===== src/rtl/hazard_if.sv =====
// Decode/execute view consumed by the hazard controller and the control
// signals it returns to the F/D and D/E pipeline registers.
interface hazard_if;
  logic        d_in_valid;
  logic [4:0]  d_in_r1_key;
  logic [4:0]  d_in_r2_key;
  logic        d_in_uses_r1;
  logic        d_in_uses_r2;
  logic        ex_in_valid;
  logic [4:0]  ex_in_rd_key;
  logic        ex_in_rd_we;
  logic        ex_in_is_load;
  logic        ex_in_is_mul;
  logic        ex_in_redirect;
  logic        hz_out_stall_fd;
  logic        hz_out_hold_de;
  logic        hz_out_bubble_de;
  logic        hz_out_flush_fd;
  logic        hz_out_mul_busy;
  logic        hz_out_mul_done;
  logic [31:0] hz_out_stall_cnt;

  // Pipeline side drives decode/execute info and consumes the controls.
  modport master (
    output d_in_valid, d_in_r1_key, d_in_r2_key, d_in_uses_r1, d_in_uses_r2,
    output ex_in_valid, ex_in_rd_key, ex_in_rd_we, ex_in_is_load,
    output ex_in_is_mul, ex_in_redirect,
    input  hz_out_stall_fd, hz_out_hold_de, hz_out_bubble_de, hz_out_flush_fd,
    input  hz_out_mul_busy, hz_out_mul_done, hz_out_stall_cnt
  );

  modport slave (
    input  d_in_valid, d_in_r1_key, d_in_r2_key, d_in_uses_r1, d_in_uses_r2,
    input  ex_in_valid, ex_in_rd_key, ex_in_rd_we, ex_in_is_load,
    input  ex_in_is_mul, ex_in_redirect,
    output hz_out_stall_fd, hz_out_hold_de, hz_out_bubble_de, hz_out_flush_fd,
    output hz_out_mul_busy, hz_out_mul_done, hz_out_stall_cnt
  );
endinterface


===== src/rtl/hazard_ctrl.sv =====
// Interlock/flush controller for the 5-stage RV32 pipeline: load-use stall,
// multi-cycle MUL occupancy of EX, branch/JAL flush, and a stall-cycle counter.
module hazard_ctrl #(
  parameter int unsigned MUL_LATENCY = 4
) (
  input  logic clk,
  input  logic rst_n,
  hazard_if.slave hz
);

  localparam int unsigned CNT_W    = $clog2(MUL_LATENCY) + 1;
  localparam bit          MULTI    = (MUL_LATENCY > 1);
  localparam int unsigned LOAD_INT = MULTI ? (MUL_LATENCY - 2) : 0;
  localparam logic [CNT_W-1:0] CNT_LOAD = LOAD_INT[CNT_W-1:0];

  typedef enum logic {IDLE = 1'b0, BUSY = 1'b1} state_e;

  state_e            state_q, state_d;
  logic [CNT_W-1:0]  cnt_q, cnt_d;
  logic [31:0]       stall_cnt_q, stall_cnt_d;

  logic redirect_v;
  logic mul_start;
  logic r1_hit, r2_hit;
  logic load_use;

  logic stall_fd, hold_de, bubble_de, flush_fd, mul_busy, mul_done;

  // A redirecting instruction is never treated as a MUL, so it cannot start the sequencer.
  assign redirect_v = hz.ex_in_valid & hz.ex_in_redirect;
  assign mul_start  = hz.ex_in_valid & hz.ex_in_is_mul & ~redirect_v;

  assign r1_hit   = hz.d_in_uses_r1 & (hz.d_in_r1_key == hz.ex_in_rd_key);
  assign r2_hit   = hz.d_in_uses_r2 & (hz.d_in_r2_key == hz.ex_in_rd_key);
  assign load_use = hz.ex_in_valid & hz.ex_in_is_load & hz.ex_in_rd_we &
                    (hz.ex_in_rd_key != 5'd0) & hz.d_in_valid & (r1_hit | r2_hit);

  // NOTE: sequential state uses non-blocking assignments so every flop samples
  // pre-edge values; async reset lives in the sensitivity list.
  always_ff @(posedge clk or negedge rst_n) begin
    if (!rst_n) begin
      state_q     <= IDLE;
      cnt_q       <= '0;
      stall_cnt_q <= '0;
    end else begin
      state_q     <= state_d;
      cnt_q       <= cnt_d;
      stall_cnt_q <= stall_cnt_d;
    end
  end

  // NOTE: every combinational output gets a default first so no latch is inferred.
  always_comb begin
    state_d = state_q;
    cnt_d   = cnt_q;
    unique case (state_q)
      IDLE: begin
        if (mul_start && MULTI) begin
          state_d = BUSY;
          cnt_d   = CNT_LOAD;
        end
      end
      BUSY: begin
        if (cnt_q == '0) state_d = IDLE;
        else             cnt_d   = cnt_q - 1'b1;
      end
      default: state_d = IDLE;
    endcase
  end

  // Controls are Mealy; held at zero for as long as reset is asserted.
  always_comb begin
    stall_fd  = 1'b0;
    hold_de   = 1'b0;
    bubble_de = 1'b0;
    flush_fd  = 1'b0;
    mul_busy  = 1'b0;
    mul_done  = 1'b0;
    if (rst_n) begin
      mul_busy = (state_q == BUSY);
      if (redirect_v) begin
        flush_fd  = 1'b1;
        bubble_de = 1'b1;
      end else if (state_q == BUSY) begin
        if (cnt_q != '0) begin
          stall_fd = 1'b1;
          hold_de  = 1'b1;
        end else begin
          mul_done = 1'b1;
        end
      end else if (mul_start) begin
        if (MULTI) begin
          stall_fd = 1'b1;
          hold_de  = 1'b1;
        end else begin
          mul_done = 1'b1;
        end
      end else if (load_use) begin
        stall_fd  = 1'b1;
        bubble_de = 1'b1;
      end
    end
  end

  assign stall_cnt_d = stall_cnt_q + {31'd0, stall_fd};

  assign hz.hz_out_stall_fd  = stall_fd;
  assign hz.hz_out_hold_de   = hold_de;
  assign hz.hz_out_bubble_de = bubble_de;
  assign hz.hz_out_flush_fd  = flush_fd;
  assign hz.hz_out_mul_busy  = mul_busy;
  assign hz.hz_out_mul_done  = mul_done;
  assign hz.hz_out_stall_cnt = stall_cnt_q;

endmodule


===== src/flat_wrapper.sv =====
// flat-port wrapper written by rule: the top's interface ports become plain ports
module hazard_ctrl_flat 
#(
  parameter int unsigned MUL_LATENCY = 4
)
  (clk, rst_n, hz_d_in_valid, hz_d_in_r1_key, hz_d_in_r2_key, hz_d_in_uses_r1, hz_d_in_uses_r2, hz_ex_in_valid, hz_ex_in_rd_key, hz_ex_in_rd_we, hz_ex_in_is_load, hz_ex_in_is_mul, hz_ex_in_redirect, hz_hz_out_stall_fd, hz_hz_out_hold_de, hz_hz_out_bubble_de, hz_hz_out_flush_fd, hz_hz_out_mul_busy, hz_hz_out_mul_done, hz_hz_out_stall_cnt);
  hazard_if hz_i ();
  input  logic clk;
  input  logic rst_n;
  input wire logic [$bits(hz_i.d_in_valid)-1:0] hz_d_in_valid;
  input wire logic [$bits(hz_i.d_in_r1_key)-1:0] hz_d_in_r1_key;
  input wire logic [$bits(hz_i.d_in_r2_key)-1:0] hz_d_in_r2_key;
  input wire logic [$bits(hz_i.d_in_uses_r1)-1:0] hz_d_in_uses_r1;
  input wire logic [$bits(hz_i.d_in_uses_r2)-1:0] hz_d_in_uses_r2;
  input wire logic [$bits(hz_i.ex_in_valid)-1:0] hz_ex_in_valid;
  input wire logic [$bits(hz_i.ex_in_rd_key)-1:0] hz_ex_in_rd_key;
  input wire logic [$bits(hz_i.ex_in_rd_we)-1:0] hz_ex_in_rd_we;
  input wire logic [$bits(hz_i.ex_in_is_load)-1:0] hz_ex_in_is_load;
  input wire logic [$bits(hz_i.ex_in_is_mul)-1:0] hz_ex_in_is_mul;
  input wire logic [$bits(hz_i.ex_in_redirect)-1:0] hz_ex_in_redirect;
  output wire logic [$bits(hz_i.hz_out_stall_fd)-1:0] hz_hz_out_stall_fd;
  output wire logic [$bits(hz_i.hz_out_hold_de)-1:0] hz_hz_out_hold_de;
  output wire logic [$bits(hz_i.hz_out_bubble_de)-1:0] hz_hz_out_bubble_de;
  output wire logic [$bits(hz_i.hz_out_flush_fd)-1:0] hz_hz_out_flush_fd;
  output wire logic [$bits(hz_i.hz_out_mul_busy)-1:0] hz_hz_out_mul_busy;
  output wire logic [$bits(hz_i.hz_out_mul_done)-1:0] hz_hz_out_mul_done;
  output wire logic [$bits(hz_i.hz_out_stall_cnt)-1:0] hz_hz_out_stall_cnt;
  assign hz_i.d_in_valid = hz_d_in_valid;
  assign hz_i.d_in_r1_key = hz_d_in_r1_key;
  assign hz_i.d_in_r2_key = hz_d_in_r2_key;
  assign hz_i.d_in_uses_r1 = hz_d_in_uses_r1;
  assign hz_i.d_in_uses_r2 = hz_d_in_uses_r2;
  assign hz_i.ex_in_valid = hz_ex_in_valid;
  assign hz_i.ex_in_rd_key = hz_ex_in_rd_key;
  assign hz_i.ex_in_rd_we = hz_ex_in_rd_we;
  assign hz_i.ex_in_is_load = hz_ex_in_is_load;
  assign hz_i.ex_in_is_mul = hz_ex_in_is_mul;
  assign hz_i.ex_in_redirect = hz_ex_in_redirect;
  assign hz_hz_out_stall_fd = hz_i.hz_out_stall_fd;
  assign hz_hz_out_hold_de = hz_i.hz_out_hold_de;
  assign hz_hz_out_bubble_de = hz_i.hz_out_bubble_de;
  assign hz_hz_out_flush_fd = hz_i.hz_out_flush_fd;
  assign hz_hz_out_mul_busy = hz_i.hz_out_mul_busy;
  assign hz_hz_out_mul_done = hz_i.hz_out_mul_done;
  assign hz_hz_out_stall_cnt = hz_i.hz_out_stall_cnt;
  hazard_ctrl #(.MUL_LATENCY(MUL_LATENCY)) u_core (.clk(clk), .rst_n(rst_n), .hz(hz_i));
endmodule

===== config.mk =====
export PLATFORM = sky130hd
export DESIGN_NAME = hazard_ctrl_flat
export DESIGN_NICKNAME = d
export VERILOG_FILES = /design/src/rtl/hazard_if.sv /design/src/rtl/hazard_ctrl.sv /design/src/flat_wrapper.sv
export SDC_FILE = /design/constraint.sdc
export NUM_CORES = 1
export LEC_CHECK = 0
export CAP_MARGIN = 20
export CORE_MARGIN = 3
export CORE_UTILIZATION = 49
export DETAILED_ROUTE_END_ITERATION = 7
export HOLD_SLACK_MARGIN = 0.02
export PLACE_DENSITY = 0.82
export SLEW_MARGIN = 15
export SYNTH_ARGS = -nofsm -noshare
export SYNTH_HDL_FRONTEND = slang
export SYNTH_SLANG_ARGS = --single-unit

===== constraint.sdc =====
create_clock -name clk -period 4.95 [get_ports clk]
set_clock_uncertainty 0.1 [all_clocks]
set_input_delay 0.99 -clock clk [delete_from_list [all_inputs] [get_ports clk]]
set_output_delay 0.99 -clock clk [all_outputs]
set_load 0.02 [all_outputs]

==> results.py, run 1 <==
metrics = {
    "outcome": {
        "status": "complete, no violations",
    },
    "clock_network": {
        "clock-root-buffer": "clkbuf_8",
        "clk_pin_slew_ns": 0.07,
        "clockBufferDepth": 2,
        "post_cts_buffers": 0,
        "clk_latency_ns": 0.29,
        "cts.sinks": 36,
        "ctsResizeCount": 0,
        "cts_tree": "yes",
        "htree_levels": 2,
        "cts_buffers": 5,
        "cts_hold_buffers": 0,
    },
    "worst_setup_path": {
        "required_ns": 3.86,
        "cp_num_buf_inv": 2,
        "slowest_delay_ns": 0.65,
        "timing.rr.start": "u_core.cnt_q[0]",
        "cp.arrival_ns": 2.98,
        "critical_path_depth": 6,
        "cp_max_fo": 3,
        "rrSetupSlack_ns": 1.64,
        "startpoint": "hz_ex_in_rd_key[3]",
        "timing.rr.end": "u_core.hz.hz_out_stall_cnt[26]",
        "critPathLaunchType": "input pin",
        "cp_top_family": "buffers and inverters",
        "critPathCaptureType": "output port",
        "crit_top_cell": "clkdlybuf4s50_1",
        "slowest_stage": "clkdlybuf4s50_1",
        "path_class": "in -> out",
        "cp-endpoint": "hz_hz_out_stall_fd",
        "r2r_cells": 12,
        "crit_path_cell_trace": "clkdlybuf4s50_1 -> xor2_1 -> nor4_1 -> a32oi_1 -> o21bai_1 -> clkdlybuf4s50_1",
    },
    "die": {
        "initial_utilization": 0.537,
        "core_region_area_um2": 3520,
        "die_area_um2": 4640,
        "ioPinCount": 63,
        "rows": 21,
        "fp.dieW_um": 68.1,
        "die_y_um": 68.1,
    },
    "layout": {
        "n_antenna_cell": 0,
        "syn2layout_area_growth_pct": 39.1,
        "nets": 268,
        "drive_above_1_share": 0.0837,
        "fin_area_um2": 2630,
    },
    "yosys": {
        "synth_ff_type": "dfrtp_1",
        "synth_edf_count": 0,
        "synth_commonest_cells": "dfrtp_1 (36), xor2_1 (22), xnor2_1 (19), nand3_1 (13), nand2_1 (11)",
        "post-synth-top-area-cell": "dfrtp_1",
        "yosysSeqAreaShare": 0.477,
        "synth_cell_types": 34,
        "ys_warn_count": 0,
        "yosysMostFrequentCell": "dfrtp_1",
        "synth_area_leaders": "dfrtp_1 (48%), xor2_1 (10%), xnor2_1 (8.8%)",
        "synth_area_um2": 1890,
        "synth_top_area_frac": 0.477,
        "ys_async_sr_fraction": 1.00,
        "ys_seq_elements": 36,
        "syn_area_per_cell_um2": 10.9,
        "synth.net_count": 202,
        "syn_inst": 173,
    },
    "power": {
        "seq_power_share": 0.460,
        "powerDensity_nw_per_um2": 313,
        "switchingPower_mw": 0.268,
        "pwr-share-clk": 0.236,
        "combPwrFrac": 0.304,
        "leakage_nw": 1.15,
        "switching_share": 0.326,
        "ir_drop_mv": 0.286,
        "p_total_mw": 0.822,
        "power.internal_mw": 0.555,
    },
    "routing": {
        "vias": 1545,
        "drtAntennaViolNets": 0,
        "drc_errors": 0,
        "routedWlPerCell_um": 15.9,
        "routed_wl_mm": 4.54,
        "dr.pass1.iters": 5,
        "drt-initial-drc-count": 105,
        "avgViaCountPerCell": 5.42,
    },
    "sta": {
        "drv_slew": 0,
        "tightest_slew_ns": 0.975,
        "hold_viol": 0,
        "fin_crit_ns": 4.07,
        "max_slew_margin": 0.344,
        "rsz0062_at_grt": "no",
        "setup_tns_ns": 0,
        "fmax_mhz": 246,
        "finalCritPeriodShare": 0.822,
        "setup_viol": 0,
        "setup_ws_ns": 0.880,
    },
    "placed_design": {
        "postPlaceCellArea_um2": 2550,
        "hpwl_mm": 3.51,
        "gp_congestion": 0.863,
        "io_buffers": 62,
        "pre_cts_ws_ns": 0.764,
    },
    "hold_path": {
        "hp-start": "u_core.hz.hz_out_stall_cnt[31]",
        "hp-class": "reg -> reg",
    },
    "global_route": {
        "grt-ovfl-total": 0,
        "grt_pass1_vias": 1590,
        "antenna_found_initial": 0,
        "grt_util_all_layers": 0.218,
        "grt_pass1_wl_mm": 7.48,
        "grt_start_max_net_pins": 40,
    },
    "run": {
        "drv_cap": 0,
    },
}
## layer usage
layer	track usage	up-vias	wire length, um
met4	0.0794	0	68
li1	-	736	-
met1	0.274	761	1870
met3	0.0542	7	246
met5	0	-	0
met2	0.363	41	2350
## registers in the layout (all words and copies together), names as in the netlist
name	flops
u_core.cnt_q	3
u_core.state_q	1
u_core.hz.hz_out_stall_cnt	32
## kinds of logic (layout without fill, tap and decap cells)
family	after synthesis	count (layout)	share of synthesized area
XOR/XNOR	41	41	0.190
AO/OA/AOI/OAI	12	12	0.0450
multiplexers	1	1	0.00596
flip-flops	36	36	0.477
AND/OR/NAND/NOR	70	70	0.235
buffers and inverters	9	75	0.0205
adder cells (fa/ha/maj)	4	4	0.0265
## layout make-up
class | count | area [um^2]
timing repair buffer | 63 | 623
fill | 262 | 893
sequential | 36 | 901
clock inverter | 1 | 5.00
inverter | 5 | 18.8
clock buffer | 6 | 72.6
multi-input combinational | 128 | 950
tap | 46 | 57.6
## power groups by stage
stage | logic, mW | clock network [mW] | registers [mW]
global placement | 0.243 | 0 | 0.379
finish | 0.250 | 0.194 | 0.378
floorplan | 0.125 | 0 | 0.393
detailed placement | 0.253 | 0 | 0.382
CTS | 0.254 | 0.197 | 0.378
global route | 0.277 | 0.211 | 0.385
## per-stage QoR
stage               std cells  utilization  hold slack, ns
finish                    285        0.746           0.368
global route              285        0.746           0.410
CTS                       285        0.746           0.376
detailed placement        278        0.724           0.361
global placement          278        0.724           0.358
floorplan                 173            -           0.416
## worst min-delay path by stage
stage | endpoint | slack [ns] | depth (start not counted)
finish | u_core.hz.hz_out_stall_cnt[31] | 0.37 | 1
floorplan | u_core.cnt_q[2] | 0.42 | 1
global placement | u_core.hz.hz_out_stall_cnt[31] | 0.36 | 1
global route | u_core.hz.hz_out_stall_cnt[31] | 0.41 | 1
detailed placement | u_core.hz.hz_out_stall_cnt[31] | 0.36 | 1
CTS | u_core.hz.hz_out_stall_cnt[31] | 0.38 | 1
## layout by cell type, fill, tap and decap left out, types with 2 or more instances in the layout
cell	synthesis	layout
xor2_1	22	22
a22o_1	2	2
nor4_2	6	6
a21oi_1	4	4
clkbuf_8	0	5
nor3_1	4	4
and2_0	2	2
nand2_1	11	11
and4_1	3	3
o21bai_1	2	2
nor4_1	3	3
xnor2_1	19	19
clkdlybuf4s50_1	0	61
ha_1	4	4
dfrtp_1	36	36
nor2_1	8	8
inv_1	5	5
nand3_1	13	13
nor2b_1	2	2
and3_1	4	4
nand4_1	6	6
and2_1	2	2
Power figures use the tool's default switching activity.
==> run 2, diff against run 1 <==
--- a/config.mk
+++ b/config.mk
@@ -7,10 +7,10 @@
 export LEC_CHECK = 0
 export CAP_MARGIN = 20
 export CORE_MARGIN = 3
-export CORE_UTILIZATION = 49
+export CORE_UTILIZATION = 41
 export DETAILED_ROUTE_END_ITERATION = 7
 export HOLD_SLACK_MARGIN = 0.02
-export PLACE_DENSITY = 0.82
+export PLACE_DENSITY = 0.73
 export SLEW_MARGIN = 15
 export SYNTH_ARGS = -nofsm -noshare
 export SYNTH_HDL_FRONTEND = slang
==> constraint.sdc (replaced) <==
create_clock -name clk -period 3.5 [get_ports clk]
set_clock_uncertainty 0.1 [all_clocks]
set_input_delay 0.7 -clock clk [delete_from_list [all_inputs] [get_ports clk]]
set_output_delay 0.7 -clock clk [all_outputs]
set_load 0.02 [all_outputs]
==> run 2 against run 1 <==
Against the previous run:
- routed wire length shrank 7.1%
- worst setup slack lost 0.72 ns
- total power grew 58%
- cell area grew 7.2%
- clock-buffer cell count grew 1
- sequential share of layout area shrank 2.3 points
- via count shrank 1.1%
- core utilization shrank 11 points
- register-to-register slack lost 1.2 ns
- cell count grew 6.7%
==> results.py, run 2 (synthesis results as in run 1) <==
metrics = {
    "clock_network": {
        "cts_buffers": 5,
        "clockBufferDepth": 2,
        "post_cts_buffers": 0,
        "cts.sinks": 36,
        "clk_pin_slew_ns": 0.06,
        "htree_levels": 2,
        "cts_tree": "yes",
        "clk_latency_ns": 0.28,
        "cts_hold_buffers": 0,
        "clock-root-buffer": "clkbuf_8",
    },
    "sta": {
        "tightest_slew_ns": 0.644,
        "drv_slew": 0,
        "finalCritPeriodShare": 0.954,
        "rsz0062_at_grt": "no",
        "fmax_mhz": 299,
        "setup_tns_ns": 0,
        "fin_crit_ns": 3.34,
        "max_slew_margin": 0.569,
        "setup_viol": 0,
        "hold_viol": 0,
    },
    "worst_setup_path": {
        "rrSetupSlack_ns": 0.46,
        "cp.arrival_ns": 3.44,
        "path_class": "in -> reg",
        "slowest_delay_ns": 0.47,
        "cp_top_family": "simple AND/OR/NAND/NOR gates",
        "critPathLaunchType": "input pin",
        "cp_num_buf_inv": 1,
        "cp_max_fo": 5,
        "crit_path_cell_trace": "clkdlybuf4s50_1 -> xor2_1 -> nor4_2 -> a32oi_1 -> o21bai_1 -> ha_2 -> ha_2 -> nand4_1 -> or3_4 -> nor4_4 -> xor2_1",
        "required_ns": 3.60,
        "critPathCaptureType": "flip-flop",
        "slowest_stage": "clkdlybuf4s50_1",
    },
    "global_route": {
        "grt_pass1_wl_mm": 6.96,
        "grt_pass1_vias": 1466,
        "use_met1": 0.214,
        "use_met3": 0.0465,
        "antenna_found_initial": 0,
        "grt_start_max_net_pins": 40,
        "grt_util_all_layers": 0.164,
        "grt-ovfl-total": 0,
        "grt-busiest-layer": "met2",
        "use_met2": 0.269,
    },
    "layout": {
        "nets": 280,
        "fin_util": 0.638,
        "syn2layout_area_growth_pct": 49.1,
        "fillers": 362,
        "largest_register_ffs": 32,
        "drive_above_1_share": 0.151,
        "n_antenna_cell": 0,
        "final_cell_mix": "clkdlybuf4s50_1 (59), dfrtp_1 (36), xor2_1 (22)",
        "layout_commonest_cell": "clkdlybuf4s50_1",
    },
    "routing": {
        "routedWlPerCell_um": 13.9,
        "routed_wl_mm": 4.22,
        "avgViaCountPerCell": 5.03,
        "dr.pass1.iters": 4,
        "drt-initial-drc-count": 56,
        "vias": 1528,
        "drc_errors": 0,
        "drtAntennaViolNets": 0,
    },
    "placed_design": {
        "gp_congestion": 0.732,
        "io_buffers": 62,
        "hpwl_mm": 3.19,
    },
    "power": {
        "leakage_nw": 1.30,
        "p_total_mw": 1.30,
        "ir_drop_mv": 0.389,
        "powerDensity_nw_per_um2": 462,
    },
    "die": {
        "core_region_area_um2": 4410,
        "fp.dieW_um": 73.9,
        "initial_utilization": 0.428,
        "die_area_um2": 5460,
        "rows": 24,
        "ioPinCount": 63,
        "die_y_um": 73.9,
    },
    "outcome": {
        "status": "complete, no violations",
    },
    "run": {
        "drv_cap": 0,
    },
    "hold_path": {
        "hp-class": "reg -> reg",
    },
}
## run 2: area by class of cell
cell class / count / area, um^2 / share of cell area
flip-flops and latches: 36 / 901 / 0.320
clock buffers: 7 / 96.3 / 0.0342
multi-input cells: 128 / 992 / 0.352
well taps: 52 / 65.1 / 0.0231
inverters: 5 / 18.8 / 0.00666
clock inverters: 1 / 30.0 / 0.0107
repair buffers: 75 / 714 / 0.254
## run 2: layer usage
metal,part of all wire,vias to the layer above
met5,0,-
met4,0.011,0
met3,0.044,6
met2,0.49,37
met1,0.45,722
li1,-,763
## run 2: path summary, 6_finish.rpt
check	start	end	cells past startpoint
max reg2reg	u_core.cnt_q[0]	u_core.hz.hz_out_stall_cnt[28]	12
max	hz_ex_in_rd_key[2]	u_core.hz.hz_out_stall_cnt[28]	11
min	u_core.hz.hz_out_stall_cnt[31]	u_core.hz.hz_out_stall_cnt[31]	1
max in group asynchronous	rst_n	u_core.hz.hz_out_stall_cnt[28]	2
min reg2reg	u_core.hz.hz_out_stall_cnt[31]	u_core.hz.hz_out_stall_cnt[31]	1
min in group asynchronous	rst_n	u_core.hz.hz_out_stall_cnt[22]	2
## run 2: power breakdown
group	internal [mW]	leakage, nW	total (mW)	switching (mW)
clock	0.251	0.0645	0.392	0.141
sequential	0.470	0.476	0.532	0.0622
combinational	0.197	0.763	0.379	0.182
total	0.917	1.30	1.30	0.385
## run 2: timing repair
item                       in CTS  in global routing
pin swaps                       0                  5
gates cloned                    0                  0
setup endpoints to repair       1                  5
resized for setup               1                  8
## run 2: stage by stage
step	std cells	hold slack [ns]	cell area (um^2)	setup slack (ns)
3_5_place_dp	296	0.362	2650	-0.269
4_1_cts	304	0.370	2770	0.0537
3_3_place_gp	296	0.356	2650	-0.132
2_1_floorplan	173	0.304	1890	0.0134
6_report	304	0.370	2820	0.160
5_1_grt	304	0.402	2820	0.00885
==> run 3, diff against run 2 <==
--- a/config.mk
+++ b/config.mk
@@ -9,6 +9,7 @@
 export CORE_MARGIN = 3
 export CORE_UTILIZATION = 41
 export DETAILED_ROUTE_END_ITERATION = 7
+export GPL_ROUTABILITY_DRIVEN = 0
 export HOLD_SLACK_MARGIN = 0.02
 export PLACE_DENSITY = 0.73
 export SLEW_MARGIN = 15
==> results of run 3 <==
Final layout, timing and power as in run 2 (identical DEF).
